**src/rtl/kernel_stage0_pkg.sv**
```systemverilog
// Shared widths, iteration count, saturation value and FSM encoding for the
// 19-by-5 bit sequential unsigned divider.
package kernel_stage0_pkg;
  localparam int DIVIDEND_W = 19;
  localparam int DIVISOR_W  = 5;
  localparam int QUOTIENT_W = 14;
  localparam int PREM_W     = DIVISOR_W + 1;
  localparam int ITERS      = 19;
  localparam int CNT_W      = 5;

  localparam logic [CNT_W-1:0]      LAST_ITER = CNT_W'(ITERS - 1);
  localparam logic [QUOTIENT_W-1:0] SAT_QUO   = 14'h3FFF;

  typedef enum logic [1:0] {
    IDLE = 2'd0,
    BUSY = 2'd1,
    DONE = 2'd2
  } state_t;
endpackage

```
**src/rtl/kernel_stage0_udiv_19ns_5ns_14_seq_core.sv**
```systemverilog
// Restoring-division datapath: dividend/quotient shift register, partial
// remainder and the single-bit compare/subtract step.
module kernel_stage0_udiv_19ns_5ns_14_seq_core
  import kernel_stage0_pkg::*;
(
  input  logic                  clk,
  input  logic                  reset,
  input  logic                  load,
  input  logic                  step,
  input  logic [DIVIDEND_W-1:0] dividend,
  input  logic [DIVISOR_W-1:0]  divisor,
  output logic [DIVIDEND_W-1:0] quo_next,
  output logic [DIVISOR_W-1:0]  rem_next,
  output logic [DIVISOR_W-1:0]  low_bits,
  output logic                  divisor_zero
);
  logic [DIVIDEND_W-1:0] quo_reg;
  logic [DIVISOR_W-1:0]  rem_reg;
  logic [DIVISOR_W-1:0]  div_reg;
  logic [PREM_W-1:0]     shifted;
  logic [DIVISOR_W-1:0]  diff;
  logic                  fits;

  // Remainder stays below the divisor, so only the shifted value needs the
  // extra bit; the difference is known to fit in DIVISOR_W bits when taken.
  always_comb begin
    shifted  = {rem_reg, quo_reg[DIVIDEND_W-1]};
    fits     = (shifted >= {1'b0, div_reg});
    diff     = shifted[DIVISOR_W-1:0] - div_reg;
    rem_next = fits ? diff : shifted[DIVISOR_W-1:0];
    quo_next = {quo_reg[DIVIDEND_W-2:0], fits};
  end

  assign low_bits     = quo_reg[DIVISOR_W-1:0];
  assign divisor_zero = (div_reg == '0);

  always_ff @(posedge clk) begin
    if (reset) begin
      quo_reg <= '0;
      rem_reg <= '0;
      div_reg <= '0;
    end else if (load) begin
      quo_reg <= dividend;
      rem_reg <= '0;
      div_reg <= divisor;
    end else if (step) begin
      quo_reg <= quo_next;
      rem_reg <= rem_next;
    end
  end
endmodule

```
**src/rtl/kernel_stage0_udiv_19ns_5ns_14_seq.sv**
```systemverilog
// Sequential 19/5 unsigned divider with valid/ready handshakes, clock enable,
// quotient saturation and divide-by-zero reporting.
module kernel_stage0_udiv_19ns_5ns_14_seq
  import kernel_stage0_pkg::*;
#(
  parameter int unsigned ID         = 32'd1,
  parameter int unsigned din0_WIDTH = 32'd19,
  parameter int unsigned din1_WIDTH = 32'd5,
  parameter int unsigned dout_WIDTH = 32'd14
) (
  input  logic                  clk,
  input  logic                  reset,
  input  logic                  ce,
  input  logic                  in_valid,
  output logic                  in_ready,
  input  logic [din0_WIDTH-1:0] din0,
  input  logic [din1_WIDTH-1:0] din1,
  output logic                  out_valid,
  input  logic                  out_ready,
  output logic [dout_WIDTH-1:0] dout,
  output logic [din1_WIDTH-1:0] rem,
  output logic                  div_by_zero,
  output logic                  ovf
);
  state_t               state_reg, state_next;
  logic [CNT_W-1:0]     cnt_reg;
  logic [QUOTIENT_W-1:0] dout_reg;
  logic [DIVISOR_W-1:0] rem_reg;
  logic                 dbz_reg, ovf_reg;
  logic                 load, step, capture, capture_zero;
  logic [DIVIDEND_W-1:0] quo_next;
  logic [DIVISOR_W-1:0] rem_next, low_bits;
  logic                 divisor_zero;

  kernel_stage0_udiv_19ns_5ns_14_seq_core u_core (
    .clk          (clk),
    .reset        (reset),
    .load         (load),
    .step         (step),
    .dividend     (din0),
    .divisor      (din1),
    .quo_next     (quo_next),
    .rem_next     (rem_next),
    .low_bits     (low_bits),
    .divisor_zero (divisor_zero)
  );

  always_ff @(posedge clk) begin
    if (reset) state_reg <= IDLE;
    else       state_reg <= state_next;
  end

  always_comb begin
    state_next   = state_reg;
    load         = 1'b0;
    step         = 1'b0;
    capture      = 1'b0;
    capture_zero = 1'b0;
    case (state_reg)
      IDLE: if (ce && in_valid) begin
        load       = 1'b1;
        state_next = BUSY;
      end
      BUSY: if (ce) begin
        if (divisor_zero) begin
          capture_zero = 1'b1;
          state_next   = DONE;
        end else begin
          step = 1'b1;
          if (cnt_reg == LAST_ITER) begin
            capture    = 1'b1;
            state_next = DONE;
          end
        end
      end
      DONE: if (ce && out_ready) state_next = IDLE;
      default: state_next = IDLE;
    endcase
  end

  // The last step's result is captured straight from the core's next values.
  always_ff @(posedge clk) begin
    if (reset) begin
      cnt_reg  <= '0;
      dout_reg <= '0;
      rem_reg  <= '0;
      dbz_reg  <= 1'b0;
      ovf_reg  <= 1'b0;
    end else begin
      if (load)      cnt_reg <= '0;
      else if (step) cnt_reg <= cnt_reg + 1'b1;
      if (capture) begin
        ovf_reg  <= |quo_next[DIVIDEND_W-1:QUOTIENT_W];
        dout_reg <= (|quo_next[DIVIDEND_W-1:QUOTIENT_W]) ? SAT_QUO : quo_next[QUOTIENT_W-1:0];
        rem_reg  <= rem_next;
        dbz_reg  <= 1'b0;
      end else if (capture_zero) begin
        ovf_reg  <= 1'b0;
        dout_reg <= SAT_QUO;
        rem_reg  <= low_bits;
        dbz_reg  <= 1'b1;
      end
    end
  end

  assign in_ready    = (state_reg == IDLE);
  assign out_valid   = (state_reg == DONE);
  assign dout        = dout_reg;
  assign rem         = rem_reg;
  assign div_by_zero = dbz_reg;
  assign ovf         = ovf_reg;
endmodule
```
**config.mk**
```make
export PLATFORM = sky130hd
export DESIGN_NAME = kernel_stage0_udiv_19ns_5ns_14_seq
export DESIGN_NICKNAME = d
export VERILOG_FILES = /design/src/rtl/kernel_stage0_pkg.sv /design/src/rtl/kernel_stage0_udiv_19ns_5ns_14_seq_core.sv /design/src/rtl/kernel_stage0_udiv_19ns_5ns_14_seq.sv
export SDC_FILE = /design/constraint.sdc
export NUM_CORES = 1
export LEC_CHECK = 0
export CAP_MARGIN = 20
export CORE_MARGIN = 5
export CORE_UTILIZATION = 55
export CTS_BUF_LIST = sky130_fd_sc_hd__clkbuf_16
export DETAILED_ROUTE_END_ITERATION = 8
export PLACE_DENSITY = 0.95
export SLEW_MARGIN = 25
export SYNTH_ARGS = -nofsm -noshare
export SYNTH_HDL_FRONTEND = slang
export SYNTH_SLANG_ARGS = --single-unit
export TNS_END_PERCENT = 30
```
**constraint.sdc**
```tcl
create_clock -name clk -period 4.45 [get_ports clk]
set_input_delay 0.89 -clock clk [delete_from_list [all_inputs] [get_ports clk]]
set_output_delay 0.89 -clock clk [all_outputs]
set_load 0.05 [all_outputs]
```
* Yosys cells after proc, flatten, opt, wreduce, memory -nomap -nowiden
Cells that the tools add are included.
Widths: inputs -> output; s select.
** Word-level totals
- Output and inout port bits :: 23
- Logic and storage cells :: 57
- Bits of input ports :: 29
- Bits in registers :: 57
** Operators by class
- Add/sub/neg operators :: 2
- Multiplexer cells :: 28
- Reduce and logical (&&, ||, !) cells :: 10
- Order comparisons :: 1
- Equality and inequality tests :: 7
** Operators with widths (number)
- $mux 14 :: 3
- $mux 19 :: 2
- $mux 5 :: 3
- $mux 1 :: 14
- $mux 2 :: 5
- $ge 6x5->1 :: 1
- $pmux 2 s3 :: 1
- $add 5x1->5 const B :: 1
- $eq 5x5->1 const B :: 1
- $logic_not 5->1 :: 1
- $reduce_or 5->1 :: 1
- $sub 5x5->5 :: 1
- $ne 2x1->1 const B :: 2
- $reduce_and 4->1 :: 1
- $reduce_bool 2->1 :: 2
- $reduce_or 2->1 :: 2
- $ne 3x3->1 const B :: 1
- $eq 2x1->1 const B :: 1
- $eq 2x2->1 const B :: 1
- $logic_and 1x1->1 :: 2
- $logic_not 2->1 :: 1
- $ne 2x2->1 const B :: 1

* Longest topological paths before layout
Gate-level depths: netlist of the first run.
- Depth after elaboration :: 6
- Depth in mapped cells :: 9
- Mapped depth without buffers :: 9

* By module
From an unflattened synthesis of the first run, not the netlist that was laid out.
** Second synthesis, totals
- Cells, all modules :: 328
- Area total of the unflattened synthesis :: 2984.1 µm²
** Modules (own cells, without submodules)
- kernel_stage0_udiv_19ns_5ns_14_seq_core :: seq. area each 580.6 µm², instances 1, area each 1686.6 µm², cells an instance 201
- kernel_stage0_udiv_19ns_5ns_14_seq :: seq. area each 560.5 µm², instances 1, area each 1297.5 µm², cells an instance 127

* Least setup slack after synthesis of the first run
OpenSTA, ideal clock, no wires.
- Kind :: input to register
- Start :: input port ce
- End :: register dout_reg[7], in the netlist dout[7]
- Arrival time :: 1.908 ns
- Stages :: 6
- Setup time :: 0.128 ns
- Path buffers :: 1
- Data required time :: 4.322 ns
- Slack :: 2.414 ns
- Path through :: nand3b_1 -> a211oi_2 -> nand2_2 -> buf_6 -> o22ai_1 -> nor2_1
** On the way
- Word-level cells in the longest chain between the ends :: 3
- Elaborated cells between the ends (all ways) :: 6
- Those cells by class :: 5 x mux; 1 x reduce/logical
** Ends and longest elaborated chain
- start, declared :: line kernel_stage0_udiv_19ns_5ns_14_seq.sv:13 : input logic ce,
- $mux 1 :: line kernel_stage0_udiv_19ns_5ns_14_seq.sv:64 : BUSY: if (ce) begin
- $mux 1 :: line kernel_stage0_udiv_19ns_5ns_14_seq.sv:59 : case (state_reg)
- $mux 14 / $reduce_bool 2->1 (equally long branches)
- end signal, assigned :: line kernel_stage0_udiv_19ns_5ns_14_seq.sv:94 : dout_reg <= (|quo_next[DIVIDEND_W-1:QUOTIENT_W]) ? SAT_QUO : quo_next[QUOTIENT_W-1:0];
- end, declared :: line kernel_stage0_udiv_19ns_5ns_14_seq.sv:27 : logic [QUOTIENT_W-1:0] dout_reg;
Parallel ways exist; a longest one is shown, timed or not.
A chain may end at the register's enable or synchronous reset.

* Worst setup path after layout of the first run
- Start :: input port ce
- End :: register dout_reg[6], in the netlist dout[6]
Same word-level chain as after synthesis.

==> summary.txt, run 1 <==
post-synthesis cell area = 2550 um^2
Clk pin slew, worst setup/hold paths = 0.05 ns
EDFF count, synth = 0
Core Util, Final = 75.4%
crit end category = flip-flop
GR Overflow Total = 0
register area share after synthesis = 44.7%
Synth Area in Simple Gates = 21.4%
WL final = 6800 um
Final Setup Violations = 0
max reg flops = 19
run status = complete, no violations
syn_area_per_cell = 8.24 um^2
HPWL Detailed = 4530 um
synth warn = 0
Final Hold Fails = 0
antenna cell count = 0
mux share of post-synthesis cell area = 0.784%
CTS Buf Count = 9
top-area cell type share of the netlist area = 44.7%
fin nets = 395
Hold WC Path Type = reg -> reg
Worst VDD drop = 0.242 mV
critical path class = in -> reg
vias in the first global route = 2232
I/O Pins = 52
Worst path slowest cell = a211oi_2
startpoint class of the critical path = input port
initial core utilization = 57.5%
clk_skew = 0.00342 ns
Slew @ Worst Pin = 0.919 ns
CTS Root Cell = clkbuf_16
fmax = 365 MHz
Power per Cell Area = 421 nW/um^2
top cells by count, synth = 59 x nand2_1, 57 x dfxtp_1, 48 x nor2_1, 20 x a311oi_1, 16 x o22ai_1
CTS Hold Bufs = 0
Port Buffers = 51
fin cells = 415
area of the die = 6110 um^2
clk sinks = 57
share of post-route cells with drive strength above 1 = 5.79%
Setup Fix Bufs, Post-CTS = 0
routed wire length per instance = 16.4 um
post-synthesis cell type count = 42
largest family of logic cells by synthesized area = compound AO/OA/AOI/OAI gates
Die Ht = 78.1 um
core box area = 4440 um^2
#FFs+latches synth = 57
max-slew violation count = 0
ys async rst share = 0%
# H-tree levels = 3
count leader, synth = nand2_1
biggest area consumer among synthesized cells = dfxtp_1
Initial DRC Count = 166
first-pass iteration count of the detailed router = 4
area grow syn2layout = 31.2%
Worst-Skew Late Latency = 0.33 ns
Clock Path Buffers = 2
Worst Path Max Fanout = 14
dominant synthesized flop cell = dfxtp_1
slew margin rel. = 38.6%
Placed Cells = 399
remaining antenna violation count after routing = 0
critical path cell sequence = clkdlybuf4s50_1 -> nand3b_1 -> a211oi_2 -> nand2_2 -> o22ai_1 -> nor2_1
post-synthesis adder-cell area fraction = 4.21%
CTS resizes = 0
gr usage total = 22.3%
Die Width = 78.1 um
CP peak stage delay = 0.57 ns
LEAKAGE = 1.23 nW
antenna violations before repair = 0
family with the most delay on the worst path = compound AO/OA/AOI/OAI gates
GP Congestion = 0.877
min Tclk post-route = 2.74 ns
Fin Hold WS = 0.490 ns
DRC violations left = 0
FP Rows = 24
CTS tree = done
Post-Route Setup TNS = 0 ns
Via density = 5.87
Area contributors post-synth = dfxtp_1 45%, nand2_1 8.7%, nor2_1 7.1%
Req. time, crit path = 4.63 ns
Final Cycle Share = 61.6%
syn nets = 347
CP arrival = 2.92 ns
compound-cell area share of the yosys netlist = 21.6%
Via Count = 2435
worst path buffer plus inverter count = 1
first-pass GRT wire length = 10800 um
RSZ-0062 raised after global routing = false
maximum number of pins on one net before global-route repair = 35
Cells after Synth = 310
Max-cap violations = 0
xor-xnor portion of the synthesized cell area = 2.40%
kinds of logic after synthesis:
logic type / Yosys count
fa+ha+maj: 8
buf+inv: 28
flops: 57
mux: 2
xor+xnor: 7
compound gates: 79
simple gates: 129
layer usage:
metal | vias up | GRT usage [%] | wire length, um
li1 | 1195 | - | -
met1 | 1132 | 27.2 | 2880
met2 | 97 | 37.8 | 3260
met3 | 11 | 5.38 | 544
met4 | 0 | 9.44 | 102
met5 | - | 0 | 0
final timing paths:
check | startpoint | to | slack, ns | depth (start not counted)
worst max register to register | u_core.div_reg[0] | rem[2] | 2.17 | 8
worst min-delay path | u_core.quo_reg[16] | u_core.quo_reg[17] | 0.49 | 2
worst min register to register | u_core.quo_reg[16] | u_core.quo_reg[17] | 0.49 | 2
worst max-delay path | ce | dout[6] | 1.71 | 6
where the power goes:
group / internal, mW / total [mW] / switching (mW)
sequential: 0.538 / 0.561 / 0.0226
combinational: 0.0828 / 0.200 / 0.117
clock: 0.421 / 0.648 / 0.227
total: 1.04 / 1.41 / 0.367
cell type report:
cell class	instances	area [um^2]
Clock inverter	7	53.8
Sequential cell	57	1140
Multi-Input combinational cell	225	1290
Clock buffer	9	225
Fill cell	318	1090
Tap cell	52	65.1
Timing Repair Buffer	55	541
Inverter	10	37.5
placed cells by master (no fill, tap or decap), types with 4 or more instances in the layout:
| master | n |
|---|---|
| clkdlybuf4s50_1 | 51 |
| a311oi_1 | 20 |
| o22ai_1 | 16 |
| clkbuf_16 | 9 |
| nor2_1 | 48 |
| inv_1 | 12 |
| nand2_1 | 59 |
| o21ai_0 | 8 |
| xor2_1 | 4 |
| buf_4 | 4 |
| a211oi_1 | 7 |
| nand3_1 | 6 |
| dfxtp_1 | 57 |
| ha_1 | 7 |
| a21oi_1 | 14 |
| o211ai_1 | 4 |
metrics by stage:
| stage | area, um^2 | power, mW | setup slack [ns] |
|---|---|---|---|
| CTS | 3350 | 1.41 | 1.72 |
| detailed placement | 3070 | 0.766 | 1.45 |
| finish | 3350 | 1.41 | 1.71 |
| global route | 3350 | 1.45 | 1.54 |
| floorplan | 2550 | 0.697 | 2.41 |
| global placement | 3070 | 0.762 | 1.49 |
worst register-to-register path: stages, from the launching register on:
cell and delay, ns:
dfxtp_1 0.46, ha_1 0.22, inv_1 0.05, fa_1 0.41
a21oi_1 0.20, nor2_1 0.10, o21ai_0 0.24, nand3_1 0.17
a311oi_1 0.32
Power figures use the tool's default switching activity.
==> inputs of run 2 (changes only) <==
--- a/config.mk
+++ b/config.mk
@@ -7,10 +7,10 @@
 export LEC_CHECK = 0
 export CAP_MARGIN = 20
 export CORE_MARGIN = 5
-export CORE_UTILIZATION = 55
+export CORE_UTILIZATION = 46
 export CTS_BUF_LIST = sky130_fd_sc_hd__clkbuf_16
 export DETAILED_ROUTE_END_ITERATION = 8
-export PLACE_DENSITY = 0.95
+export PLACE_DENSITY = 0.86
 export SLEW_MARGIN = 25
 export SYNTH_ARGS = -nofsm -noshare
 export SYNTH_HDL_FRONTEND = slang
==> constraint.sdc (replaced) <==
create_clock -name clk -period 2.2 [get_ports clk]
set_input_delay 0.44 -clock clk [delete_from_list [all_inputs] [get_ports clk]]
set_output_delay 0.44 -clock clk [all_outputs]
set_load 0.05 [all_outputs]
==> summary.txt, run 2 (synthesized netlist as in run 1, its figures left out) <==
run status = complete, no violations
maximum number of pins on one net before global-route repair = 38
Final Hold Fails = 0
LEAKAGE = 1.30 nW
critical path class = reg -> out
slew margin rel. = 56.0%
Die Width = 84.5 um
GP Congestion = 0.953
CTS tree = done
area of the die = 7140 um^2
first-pass GRT wire length = 11500 um
remaining antenna violation count after routing = 0
fin nets = 405
most frequent cells in the layout = 58 x nand2_1, 57 x dfxtp_1, 50 x clkdlybuf4s50_1, 48 x nor2_1, 20 x a311oi_1
Final Cycle Share = 96.1%
area grow syn2layout = 38.4%
Clk pin slew, worst setup/hold paths = 0.05 ns
CP peak stage delay = 0.84 ns
# H-tree levels = 3
fill cell count = 419
max reg flops = 19
worst path buffer plus inverter count = 1
Worst Path Max Fanout = 4
Clock Path Buffers = 2
crit end category = output port
Req. time, crit path = 1.76 ns
clk_skew = 0.00864 ns
critical path cell sequence = nor2_1 -> clkdlybuf4s50_1
Initial DRC Count = 340
antenna cell count = 0
Via Count = 2486
vias in the first global route = 2474
Power per Cell Area = 862 nW/um^2
Max-cap violations = 0
I/O Pins = 52
commonest non-fill, non-tap cell in the layout = nand2_1
CP arrival = 1.67 ns
max-slew violation count = 0
Setup Fix Bufs, Post-CTS = 0
gr usage total = 19.9%
Worst path slowest cell = clkdlybuf4s50_1
min Tclk post-route = 2.11 ns
Port Buffers = 51
Via density = 5.59
family with the most delay on the worst path = buffers and inverters
routed wire length per instance = 15.2 um
Worst-Skew Late Latency = 0.33 ns
DRC violations left = 0
FF-to-FF path depth = 9
Slew @ Worst Pin = 0.653 ns
CTS Root Cell = clkbuf_16
core box area = 5440 um^2
CP Depth = 2
Post-Route Setup TNS = 0 ns
WL final = 6770 um
Worst VDD drop = 0.484 mV
HPWL Detailed = 4660 um
first-pass iteration count of the detailed router = 5
initial core utilization = 47.0%
Hold WC Path Type = reg -> reg
GR Overflow Total = 0
RSZ-0062 raised after global routing = false
register area = 1140 um^2
Hold Crit Depth = 2
Placed Cells = 429
antenna violations before repair = 0
FP Rows = 27
fmax = 473 MHz
fin cells = 445
CTS Buf Count = 9
share of post-route cells with drive strength above 1 = 10.5%
startpoint class of the critical path = flip-flop
clk sinks = 57
Core Util, Final = 65.0%
Final Setup Violations = 0
Die Ht = 84.5 um
footprint of the multi-input gates = 1290 um^2
[run 2: cell count changes in the layout (fill, tap and decap cells not counted), moves of 2 or more]
cell | previous run | this run
buf_12 | 0 | 3
clkinv_4 | 0 | 2
buf_4 | 4 | 12
inv_1 | 12 | 10
clkinv_1 | 3 | 0
[run 2: what timing repair did]
| action | in CTS | in global routing |
|---|---|---|
| hold endpoints to repair | 0 | 0 |
| endpoints found under the setup margin | 0 | 6 |
| gates resized for setup | 0 | 3 |
| hold buffers | 0 | 0 |
[run 2: cell type report]
class | instances | share of cell area [%]
inverters | 10 | 1.06
multi-input cells | 225 | 36.6
clock inverters | 7 | 2.69
clock buffers | 9 | 6.37
repair buffers | 65 | 18.4
well taps | 72 | 2.55
flip-flops and latches | 57 | 32.3
[run 2: path summary, 6_finish.rpt]
| check | slack [ns] | start | end |
|---|---|---|---|
| worst max-delay path | 0.09 | state_reg[0] | in_ready |
| worst min register to register | 0.48 | u_core.rem_reg[2] | u_core.rem_reg[2] |
| worst max register to register | 0.13 | u_core.quo_reg[18] | rem[3] |
| worst min-delay path | 0.48 | u_core.rem_reg[2] | u_core.rem_reg[2] |
[run 2: per-stage QoR]
step                setup WS (ns)  total power, mW  hold slack (ns)  cell area (um^2)
floorplan                   0.270             1.41            0.452              2550
global placement            0.169             1.56            0.464              3210
detailed placement         0.0726             1.57            0.475              3210
CTS                        0.0596             3.06            0.481              3530
global route               0.0142             3.16            0.508              3530
finish                     0.0855             3.05            0.478              3530
[run 2: routing by layer]
layer / global-route usage, % / up-vias / routed length, um
met4: 8.49 / 0 / 128
met3: 7.07 / 12 / 573
met5: 0 / - / 0
met1: 24.7 / 1167 / 2790
met2: 31.4 / 86 / 3280
li1: - / 1221 / -
[run 2: worst min-delay path: stages, from the launching register on]
cell	delay (ns)
dfxtp_1	0.32
nand2_1	0.06
a21oi_1	0.06
[run 2: power by group]
| part | leakage [nW] | switching (mW) | internal (mW) |
|---|---|---|---|
| sequential | 0.464 | 0.0439 | 1.09 |
| combinational | 0.680 | 0.247 | 0.185 |
| clock | 0.155 | 0.496 | 0.989 |
| total | 1.30 | 0.786 | 2.26 |
